## src/rtl/exp6_constantes.sv

```systemverilog
// Shared constants for the move detector: state codes and debounce default.
// Imported by the control unit and its testbench.
package exp6_constantes;

  localparam int N_DEBOUNCE_PADRAO = 4;
  localparam int LARGURA_CONT = 8;

  typedef enum logic [2:0] {
    OCIOSO          = 3'd0,
    FILTRANDO       = 3'd1,
    REGISTRA        = 3'd2,
    AGUARDA_SOLTURA = 3'd3,
    FILTRA_SOLTURA  = 3'd4
  } estado_t;

  localparam logic [2:0] DB_ILEGAL = 3'd7;

  function automatic logic one_hot4(
    input logic [3:0] v
  );
    return (v != 4'd0) &&
           ((v & (v - 4'd1)) == 4'd0);
  endfunction

endpackage

```

## src/rtl/exp6_detector_jogada_if.sv

```systemverilog
// Player-side bundle: raw buttons and enable in,
// accepted move, pulse and debug state out.
interface exp6_detector_jogada_if;

  logic [3:0] botoes;
  logic       habilita;
  logic       tem_jogada;
  logic [3:0] jogada;
  logic [2:0] db_estado;

  modport master (
    output botoes,
    output habilita,
    input  tem_jogada,
    input  jogada,
    input  db_estado
  );

  modport slave (
    input  botoes,
    input  habilita,
    output tem_jogada,
    output jogada,
    output db_estado
  );

endinterface

```

## src/rtl/sincronizador_2ff.sv

```systemverilog
// Two-flop synchronizer for asynchronous inputs.
// Synchronous active-high reset clears both stages.
module sincronizador_2ff #(
  parameter int LARGURA = 1
) (
  input  logic               clock,
  input  logic               reset,
  input  logic [LARGURA-1:0] d,
  output logic [LARGURA-1:0] q
);

  logic [LARGURA-1:0] meta;

  always_ff @(posedge clock) begin
    if (reset) begin
      meta <= '0;
      q    <= '0;
    end else begin
      meta <= d;
      q    <= meta;
    end
  end

endmodule

```

## src/rtl/exp6_detector_jogada.sv

```systemverilog
// Debounced move detector: accepts one one-hot button press,
// then demands a debounced release before the next one.
module exp6_detector_jogada
  import exp6_constantes::*;
#(
  parameter int N_DEBOUNCE = N_DEBOUNCE_PADRAO
) (
  input logic clock,
  input logic reset,
  exp6_detector_jogada_if.slave bus
);

  localparam logic [LARGURA_CONT-1:0] CONT_MAX =
    LARGURA_CONT'(N_DEBOUNCE - 1);

  logic [3:0]              botoes_s;
  estado_t                 estado;
  logic [LARGURA_CONT-1:0] cont;
  logic [3:0]              candidato;
  logic [3:0]              jogada;

  sincronizador_2ff #(
    .LARGURA(4)
  ) u_sinc (
    .clock(clock),
    .reset(reset),
    .d    (bus.botoes),
    .q    (botoes_s)
  );

  always_ff @(posedge clock) begin
    if (reset) begin
      estado    <= OCIOSO;
      cont      <= '0;
      candidato <= 4'd0;
      jogada    <= 4'd0;
    end else begin
      case (estado)
        OCIOSO: begin
          cont <= '0;
          if (one_hot4(botoes_s)) begin
            candidato <= botoes_s;
            estado    <= FILTRANDO;
          end else if (botoes_s != 4'd0) begin
            estado <= AGUARDA_SOLTURA;
          end
        end
        FILTRANDO: begin
          if (botoes_s != candidato) begin
            cont   <= '0;
            estado <= OCIOSO;
          end else if (cont == CONT_MAX) begin
            cont   <= '0;
            estado <= REGISTRA;
          end else begin
            cont <= cont + 1'b1;
          end
        end
        REGISTRA: begin
          if (bus.habilita)
            jogada <= candidato;
          cont   <= '0;
          estado <= AGUARDA_SOLTURA;
        end
        AGUARDA_SOLTURA: begin
          cont <= '0;
          if (botoes_s == 4'd0)
            estado <= FILTRA_SOLTURA;
        end
        FILTRA_SOLTURA: begin
          if (botoes_s != 4'd0) begin
            cont   <= '0;
            estado <= AGUARDA_SOLTURA;
          end else if (cont == CONT_MAX) begin
            cont   <= '0;
            estado <= OCIOSO;
          end else begin
            cont <= cont + 1'b1;
          end
        end
        default: begin
          cont   <= '0;
          estado <= OCIOSO;
        end
      endcase
    end
  end

  // Reset in the registra cycle swallows the pulse outright.
  assign bus.tem_jogada = (estado == REGISTRA) &&
                          bus.habilita && !reset;
  assign bus.jogada = jogada;

  always_comb begin
    bus.db_estado = DB_ILEGAL;
    case (estado)
      OCIOSO,
      FILTRANDO,
      REGISTRA,
      AGUARDA_SOLTURA,
      FILTRA_SOLTURA: bus.db_estado = estado;
      default:        bus.db_estado = DB_ILEGAL;
    endcase
  end

endmodule

```

## src/flat_wrapper.sv

```systemverilog
// flat-port wrapper written by rule: the top's interface ports become plain ports
module exp6_detector_jogada_flat import exp6_constantes::*;
#(
  parameter int N_DEBOUNCE = N_DEBOUNCE_PADRAO
)
  (clock, reset, bus_botoes, bus_habilita, bus_tem_jogada, bus_jogada, bus_db_estado);
  exp6_detector_jogada_if bus_i ();
  input logic clock;
  input logic reset;
  input wire logic [$bits(bus_i.botoes)-1:0] bus_botoes;
  input wire logic [$bits(bus_i.habilita)-1:0] bus_habilita;
  output wire logic [$bits(bus_i.tem_jogada)-1:0] bus_tem_jogada;
  output wire logic [$bits(bus_i.jogada)-1:0] bus_jogada;
  output wire logic [$bits(bus_i.db_estado)-1:0] bus_db_estado;
  assign bus_i.botoes = bus_botoes;
  assign bus_i.habilita = bus_habilita;
  assign bus_tem_jogada = bus_i.tem_jogada;
  assign bus_jogada = bus_i.jogada;
  assign bus_db_estado = bus_i.db_estado;
  exp6_detector_jogada #(.N_DEBOUNCE(N_DEBOUNCE)) u_core (.clock(clock), .reset(reset), .bus(bus_i));
endmodule
```

## config.mk

```make
export PLATFORM = sky130hd
export DESIGN_NAME = exp6_detector_jogada_flat
export DESIGN_NICKNAME = d
export VERILOG_FILES = /design/src/rtl/exp6_constantes.sv /design/src/rtl/exp6_detector_jogada_if.sv /design/src/rtl/sincronizador_2ff.sv /design/src/rtl/exp6_detector_jogada.sv /design/src/flat_wrapper.sv
export SDC_FILE = /design/constraint.sdc
export NUM_CORES = 1
export LEC_CHECK = 0
export BUFFER_PORTS_ARGS = -buffer_cell sky130_fd_sc_hd__buf_2
export CORE_AREA = 2 2 51 53
export CTS_CLUSTER_SIZE = 25
export DETAILED_ROUTE_END_ITERATION = 7
export DIE_AREA = 0 0 53 55
export PLACE_DENSITY = 0.86
export SYNTH_ARGS = -nofsm -noshare
export SYNTH_HDL_FRONTEND = slang
export SYNTH_SLANG_ARGS = --single-unit
```

## constraint.sdc

```tcl
create_clock -name clock -period 2.15 [get_ports clock]
set_input_delay 0.1075 -clock clock [delete_from_list [all_inputs] [get_ports clock]]
set_output_delay 0.1075 -clock clock [all_outputs]
set_load 0.05 [all_outputs]
```

* Word-level counts from Yosys, hierarchy flattened
Cells that the tools add are included.
Storage, ports and cells: bits in registers 27, output and inout bits 8, word-level logic and storage cells 44
Operators by class: add/sub/neg operators 2, equality and inequality tests 10, muxes and demuxes 13, bitwise gates (word level) 1, reduce and logical (&&, ||, !) cells 12
Operators with widths (number):
- $mux 3 | 8
- $mux 8 | 3
- $pmux 8 s2 | 1
- $pmux 3 s5 | 1
- $ne 3x1->1 const B | 3
- $add 8x1->8 const B | 1
- $eq 8x2->1 const B | 1
- $logic_not 4->1 | 2
- $eq 3x2->1 const B | 2
- $reduce_or 5->1 | 1
- $and 4x4->4 | 1
- $ne 4x4->1 | 1
- $reduce_and 2->1 | 2
- $reduce_and 4->1 | 1
- $reduce_bool 4->1 | 1
- $sub 4x1->4 const B | 1
- $eq 3x1->1 const B | 1
- $eq 3x3->1 const B | 1
- $logic_and 1x1->1 | 3
- $logic_not 3->1 | 1
- $ne 2x1->1 const B | 1
- $logic_not 1->1 | 1

* Logic depth before layout (Yosys ltp)
Gate-level depths: netlist (run 1).
depth in word-level cells 6, gate-level depth with buffers 6

* By module
A second synthesis (run 1) with hierarchy kept.
Unflattened totals: cells, all modules 129, area, all modules 1295.0 µm²
By module, submodules not included:
- exp6_detector_jogada | instances 1, cells each 113, area each 1084.8 µm²
- sincronizador_2ff | instances 1, cells each 16, area each 210.2 µm²

* Worst setup path before layout (run 1)
No wires, ideal clock.
kind reg2out, start register u_core.estado[2], end output bus_tem_jogada, arrival 1811 ps, required time 2043 ps, setup slack 232 ps, stages on the path, launching flop included 6, buffers on the path 2, cell sequence dfxtp_1 > clkbuf_1 > nor2_1 > and3_1 > clkbuf_1 > nor2b_1
Between the ends: longest elaborated chain between the ends 3
Ends and longest elaborated chain:
- start: declaration | line exp6_detector_jogada.sv:17 | estado_t estado;
- start signal: assignment | line exp6_detector_jogada.sv:33 | estado <= OCIOSO;
- start signal: assignment | line exp6_detector_jogada.sv:43 | estado <= FILTRANDO;
- start signal: assignment | line exp6_detector_jogada.sv:45 | estado <= AGUARDA_SOLTURA;
- $eq 3x2->1 | line exp6_detector_jogada.sv:90 | assign bus.tem_jogada = (estado == REGISTRA) &&
- $logic_and 1x1->1 | line exp6_detector_jogada.sv:90
- $logic_and 1x1->1 | line exp6_detector_jogada.sv:91 | bus.habilita && !reset;
- end: declaration | line flat_wrapper.sv:12 | output wire logic [$bits(bus_i.tem_jogada)-1:0] bus_tem_jogada;
No other way between the ends.

* Final worst setup path (run 1)
Same ends and word-level chain as after synthesis.

==> results.tsv, run 1 <==
stage	metric	value	unit
timing	tns	0	ns
timing	hold_viol_final	0	
drt	drc	0	
finish	n_fill_cell	225	
drt	vias	959	
finish	finalInstanceArea	1400	um^2
setup_path	slowest_stage	dfxtp_1	
finish	drive_gt1_frac	0.161	
grt	grt_overflow	0	
finish	nNetsFinal	158	
place	hpwl	1.57	mm
pwr	power_density	735	nW/um^2
job	cap_viol_max_count	0	
floorplanning	start_util	0.538	
drt	drt-initial-drc-count	10	
setup_path	worstSetupPathType	reg2out	
cts	cts_tree	yes	
finish	area_growth	10.4	%
timing	tightest_slew	0.677	ns
timing	fmax	534	MHz
setup_path	cpPeakStageDelay	0.66	ns
finish	antenna_cells	0	
floorplanning	die_h	55	um
timing	fin_crit_sh	0.871	
synth	synth_cells	136	
finish	multi_input_area	692	um^2
drt	ant_nets	0	
setup_path	path_cells	nor2_1, and3_1, nor2b_1, buf_2	
synth	synth.distinct_cells	35	
grt	antenna_found_initial	0	
floorplanning	core_area	2360	um^2
cts	cts_max_path_buffers	2	
finish	final_cell_mix	27 x dfxtp_1, 14 x buf_2, 10 x nor2b_1	
pwr	power	1030	uW
finish	regArea	541	um^2
synth	synth_area	1270	um^2
synth	syn_avg_cell_area	9.35	um^2
place	numPortBuffers	14	
drt	dr_wl_met2	1.06	mm
pwr	irDropWorstVdd	0.518	mV
timing	drv_slew	0	
timing	relSlewSlack	0.542	
hold_path	worst_hold_path_type	in2reg	
timing	rsz0062_at_grt	false	
cts	cts.clk_slew.worst_paths	0.13	ns
drt	finalWirelength	2.12	mm
timing	finalCriticalPeriod	1.87	ns
floorplanning	io_pins	15	
synth	synth-seq-cells	27	
cts	clock_sinks	27	
drt	dr.max_layer_used	met4	
finish	final_util	0.594	
place	globalplace.congestion	0.764	
setup_path	path_max_fanout	14	
setup_path	cp-start-kind	flop	
drt	dr_wl_met3	49	um
grt	grt_pass1_vias	871	
synth	synth_warnings	0	
place	placedInstanceArea	1350	um^2
cts	cts_setup_buffers	0	
setup_path	cp-end-kind	output pin	
drt	met1_length	979	um
pwr	p_leak	0.000535	uW
synth	seq_area_frac_synth	0.425	
finish	final_common_cell	dfxtp_1	
timing	clock_skew	0.00142	ns
grt	grt_pass1_wl	3.57	mm
run_status	status	finished clean	
cts	clk_latency	0.31	ns
drt	viasPerCell	5.36	
setup_path	required	2.04	ns
cts	htreeDepth	1	
drt	wl_per_cell	11.8	um
cts	ctsRootBufferMaster	clkbuf_4	
synth	synth_nets	144	
floorplanning	die_w	53	um
floorplanning	die_area	2920	um^2
floorplanning	rows	18	
setup_path	arrival	1.76	ns
timing	setup_viol	0	
cts	numCtsBuffers	3	
grt	grt_use_total	0.166	
grt	grt_max_degree	26	
drt	drtPass1Iterations	4	
==> layout make-up <==
class,instances,area share
inverters,2,0.00535
clock buffers,4,0.0187
flip-flops and latches,27,0.385
multi-input cells,99,0.493
well taps,30,0.0267
repair buffers,17,0.0713
==> worst paths after layout <==
kind / startpoint / endpoint / slack (ns) / cells after the start
setup / recovery: u_core.estado[2] / bus_tem_jogada / 0.28 / 4
hold / removal: bus_botoes[3] / u_core.u_sinc.meta[3] / 0.01 / 2
setup reg to reg: u_core.estado[0] / u_core.cont[0] / 0.35 / 3
hold reg to reg: u_core.u_sinc.meta[2] / u_core.u_sinc.q[2] / 0.45 / 1
==> synth_stat cells <==
cell type,n,area [um^2]
a31oi_1,2,12.5
a311oi_1,1,8.76
mux2i_1,8,80.1
nor4b_1,2,17.5
buf_1,1,3.75
o21ai_0,2,10.0
o211ai_1,1,7.51
a21o_1,2,15.0
buf_2,1,5.00
xor2_1,7,61.3
ha_1,1,12.5
nor2b_1,10,62.6
and3b_1,1,8.76
or2b_1,2,15.0
nand2_1,6,22.5
or3_1,1,6.26
nor3_1,9,45.0
dfxtp_1,27,541
nand3b_1,1,7.51
nand2b_1,6,37.5
and3_1,3,18.8
and2_1,1,6.26
nor4_1,2,12.5
nor4_2,2,25.0
a2111oi_4,1,27.5
o211ai_2,1,12.5
xnor2_1,5,43.8
nor3b_1,2,15.0
clkbuf_1,6,22.5
inv_1,2,7.51
a21oi_1,2,10.0
nor2_1,9,33.8
a21oi_2,1,8.76
a31o_2,2,17.5
nand3_1,6,30.0
==> power by group <==
part           switching, uW  internal, uW
Combinational            148           103
Sequential              48.7           523
Clock                    136          72.5
Total                    333           699
==> registers in the layout, indices dropped and copies added, names as in the netlist <==
| register | flops |
|---|---|
| u_core.cont | 8 |
| u_core.bus.jogada | 4 |
| u_core.candidato | 4 |
| u_core.u_sinc.meta | 4 |
| u_core.u_sinc.q | 4 |
| u_core.estado | 3 |
==> worst max-delay path: cells and delay by family (launching register included) <==
kind / cells / cell delay (ns)
flip-flops: 1 / 0.66
buffers and inverters: 1 / 0.22
AND/OR/NAND/NOR: 3 / 0.57
==> kinds of logic (layout without fill, tap and decap cells) <==
group / Yosys count / after routing / share of synthesized area
and+or+nand+nor: 63 / 63 / 0.286
muxes: 8 / 8 / 0.0630
DFF: 27 / 27 / 0.425
buffers and inverters: 10 / 23 / 0.0305
AOI/OAI and AO/OA: 15 / 15 / 0.102
adders and majority gates: 1 / 1 / 0.00984
xor gates and xnor gates: 12 / 12 / 0.0827
==> layer usage <==
metal | vias to the layer above | global-route usage
met5 | - | 0
met4 | 0 | 0.0684
met3 | 4 | 0.0323
met2 | 13 | 0.296
met1 | 444 | 0.195
li1 | 498 | -
==> stage by stage <==
stage	hold slack, ns	setup slack, ns	instances
4_1_cts	0.0158	0.285	179
3_5_place_dp	0.320	0.400	172
5_1_grt	0.0108	0.121	179
6_report	0.0125	0.278	179
3_3_place_gp	0.319	0.445	172
2_1_floorplan	0.236	0.232	136
==> repair_timing <==
| action | CTS | global route |
|---|---|---|
| resized for setup | 0 | 0 |
| hold endpoints to repair | 3 | 0 |
| hold buffers | 3 | 0 |
Power figures use the tool's default switching activity.
==> inputs of run 2 (changes only) <==
--- a/config.mk
+++ b/config.mk
@@ -6,10 +6,10 @@
 export NUM_CORES = 1
 export LEC_CHECK = 0
 export BUFFER_PORTS_ARGS = -buffer_cell sky130_fd_sc_hd__buf_2
-export CORE_AREA = 2 2 51 53
+export CORE_AREA = 3 3 52 54
 export CTS_CLUSTER_SIZE = 25
 export DETAILED_ROUTE_END_ITERATION = 7
-export DIE_AREA = 0 0 53 55
+export DIE_AREA = 0 0 55 57
 export PLACE_DENSITY = 0.86
 export SYNTH_ARGS = -nofsm -noshare
 export SYNTH_HDL_FRONTEND = slang
==> constraint.sdc (replaced) <==
create_clock -name clock -period 2.15 [get_ports clock]
set_input_delay 0.1075 -clock clock [delete_from_list [all_inputs] [get_ports clock]]
set_output_delay 0.1075 -clock clock [all_outputs]
set_load 0.005 [all_outputs]
==> run 2 against run 1 <==
Net effect: non-clock buffer count grew 1; routed wire length is 4.8% higher; first-iteration DRC count increased by 80%; sequential power about the same; sequential cell count is the same; maximum frequency grew 3.1%; utilization is 3.4 points higher; critical path type is now reg2reg; critical endpoint is now u_core.estado[1].
==> results.tsv, run 2 (same netlist as run 1, synthesis figures left out) <==
stage	metric	value	unit	change
finish	largest_reg_flops	8		unchanged
finish	final_cell_mix	27 x dfxtp_1, 14 x buf_2, 10 x nor2b_1		
finish	n_fill_cell	194		-14%
drt	vias	979		+2.1%
grt	grt_pass1_vias	968		+11%
setup_path	arrival	2.05	ns	+0.29 ns
drt	viasPerCell	5.50		+2.7%
timing	tns	0	ns	unchanged
floorplanning	die_w	55	um	+3.8%
pwr	irDropWorstVdd	0.511	mV	-1.3%
setup_path	crit_buf_inv	0		-1
cts	cts_tree	yes		
finish	antenna_cells	0		unchanged
setup_path	slowest_stage	nor4b_1		
finish	largest_register	u_core.cont		
grt	grt_overflow	0		unchanged
finish	nNetsFinal	159		+0.63%
timing	finalCriticalPeriod	1.82	ns	-0.0563 ns
setup_path	r2r_setup_slack	0.33	ns	-0.02 ns
cts	numCtsBuffers	3		unchanged
grt	grt_pass1_wl	3.86	mm	+8.1%
setup_path	cp-end-kind	flop		
setup_path	path_max_fanout	4		-10
drt	ant_nets	0		unchanged
floorplanning	start_util	0.564		+0.0263
run_status	status	finished clean		
drt	wl_per_cell	12.5	um	+5.4%
grt	grt_max_degree	26		unchanged
setup_path	path_cells	ha_1, nor4b_1, nand3_1, a31o_2, a311oi_1		
pwr	p_leak	0.000538	uW	+0.59%
setup_path	crit_family	simple AND/OR/NAND/NOR gates		
floorplanning	rows	17		-1
cts	cts_setup_buffers	0		unchanged
timing	fin_worst_hold_slack	0.179	ns	+0.166 ns
hold_path	worst_hold_path_type	in2reg		
grt	antenna_found_initial	0		unchanged
cts	ctsRootBufferMaster	clkbuf_4		
place	globalplace.congestion	0.869		+14%
setup_path	worstReg2RegStart	u_core.cont[0]		
drt	finalWirelength	2.22	mm	+4.8%
timing	fmax	551	MHz	+3.1%
timing	tightest_slew	0.680	ns	+0.00282 ns
place	hpwl	1.63	mm	+4.2%
floorplanning	io_pins	15		unchanged
hold_path	min_from	reset		
cts	clk_latency	0.32	ns	about the same
setup_path	cp-start-kind	flop		
finish	area_growth	11.3	%	
job	cap_viol_max_count	0		unchanged
finish	drive_gt1_frac	0.167		+0.00559
cts	htreeDepth	1		unchanged
setup_path	cpPeakStageDelay	0.45	ns	-0.21 ns
pwr	power_density	701	nW/um^2	-4.5%
grt	grt_use_total	0.162		-0.00403
drt	drc	0		unchanged
timing	drv_slew	0		unchanged
drt	drtPass1Iterations	4		unchanged
setup_path	r2r_end	u_core.estado[1]		
cts	clock_sinks	27		unchanged
hold_path	hold-path-cell-count	2		unchanged
hold_path	hold_end	u_core.bus.jogada[1]		
timing	hold_viol_final	0		unchanged
timing	relSlewSlack	0.540		-0.00191
timing	fin_crit_sh	0.844		-0.0262
finish	final_common_cell	dfxtp_1		
place	numPortBuffers	14		unchanged
timing	setup_viol	0		unchanged
timing	clock_skew	0.00784	ns	+0.00642 ns
setup_path	worstSetupPathType	reg2reg		
floorplanning	die_h	57	um	+3.6%
timing	rsz0062_at_grt	false		
cts	cts.clk_slew.worst_paths	0.14	ns	about the same
setup_path	required	2.39	ns	+0.35 ns
setup_path	worst-r2r-cell-count	5		+2
cts	cts_max_path_buffers	2		unchanged
floorplanning	core_area	2250	um^2	-4.7%
floorplanning	die_area	3140	um^2	+7.5%
drt	drt-initial-drc-count	18		+8
run 2: changes by cell type in the layout (fill, tap and decap cells not counted):
cell and change:
clkinvlp_4 +1, dlygate4sd3_1 +1, clkbuf_1 -1
run 2: layout make-up:
| type | count | area [um^2] | share of cell area |
|---|---|---|---|
| multi-input cells | 99 | 692 | 0.489 |
| flip-flops and latches | 27 | 541 | 0.382 |
| repair buffers | 18 | 110 | 0.0778 |
| well taps | 28 | 35.0 | 0.0248 |
| clock buffers | 3 | 22.5 | 0.0159 |
| clock inverters | 1 | 7.51 | 0.00531 |
| inverters | 2 | 7.51 | 0.00531 |
run 2: where the power goes:
group | leakage [uW] | switching (uW) | internal, uW
Combinational | 0.000304 | 103 | 104
Clock | 0.0000139 | 144 | 71.1
Sequential | 0.000220 | 47.2 | 523
run 2: what timing repair did:
item	4_1_cts	5_1_grt
hold buffers	4	0
gates resized for setup	0	0
hold endpoints to repair	4	0
run 2: metal layers:
metal,vias up,GRT usage,share of wire
met5,-,0,0
met4,0,0.0382,0.0054
li1,502,-,-
met1,461,0.173,0.43
met2,14,0.299,0.53
met3,2,0.0470,0.033
run 2: how the worst max path moves through the flow:
stage,from,to,slack (ns),cells past startpoint
floorplan,u_core.cont[0],u_core.estado[1],0.60,5
global placement,u_core.cont[0],u_core.estado[1],0.42,5
detailed placement,u_core.cont[0],u_core.estado[1],0.36,5
CTS,u_core.cont[0],u_core.estado[1],0.30,5
global route,u_core.cont[0],u_core.estado[1],0.08,5
finish,u_core.cont[0],u_core.estado[1],0.33,5
run 2: metrics by stage:
stage	util	std cells	worst slack, ns	total power (uW)	cell area [um^2]
6_report	0.628	178	0.334	993	1420
5_1_grt	0.628	178	0.0803	1050	1420
4_1_cts	0.628	178	0.296	1010	1420
3_5_place_dp	0.597	170	0.357	783	1350
3_3_place_gp	0.597	170	0.424	773	1350
2_1_floorplan	-	136	0.598	739	1270
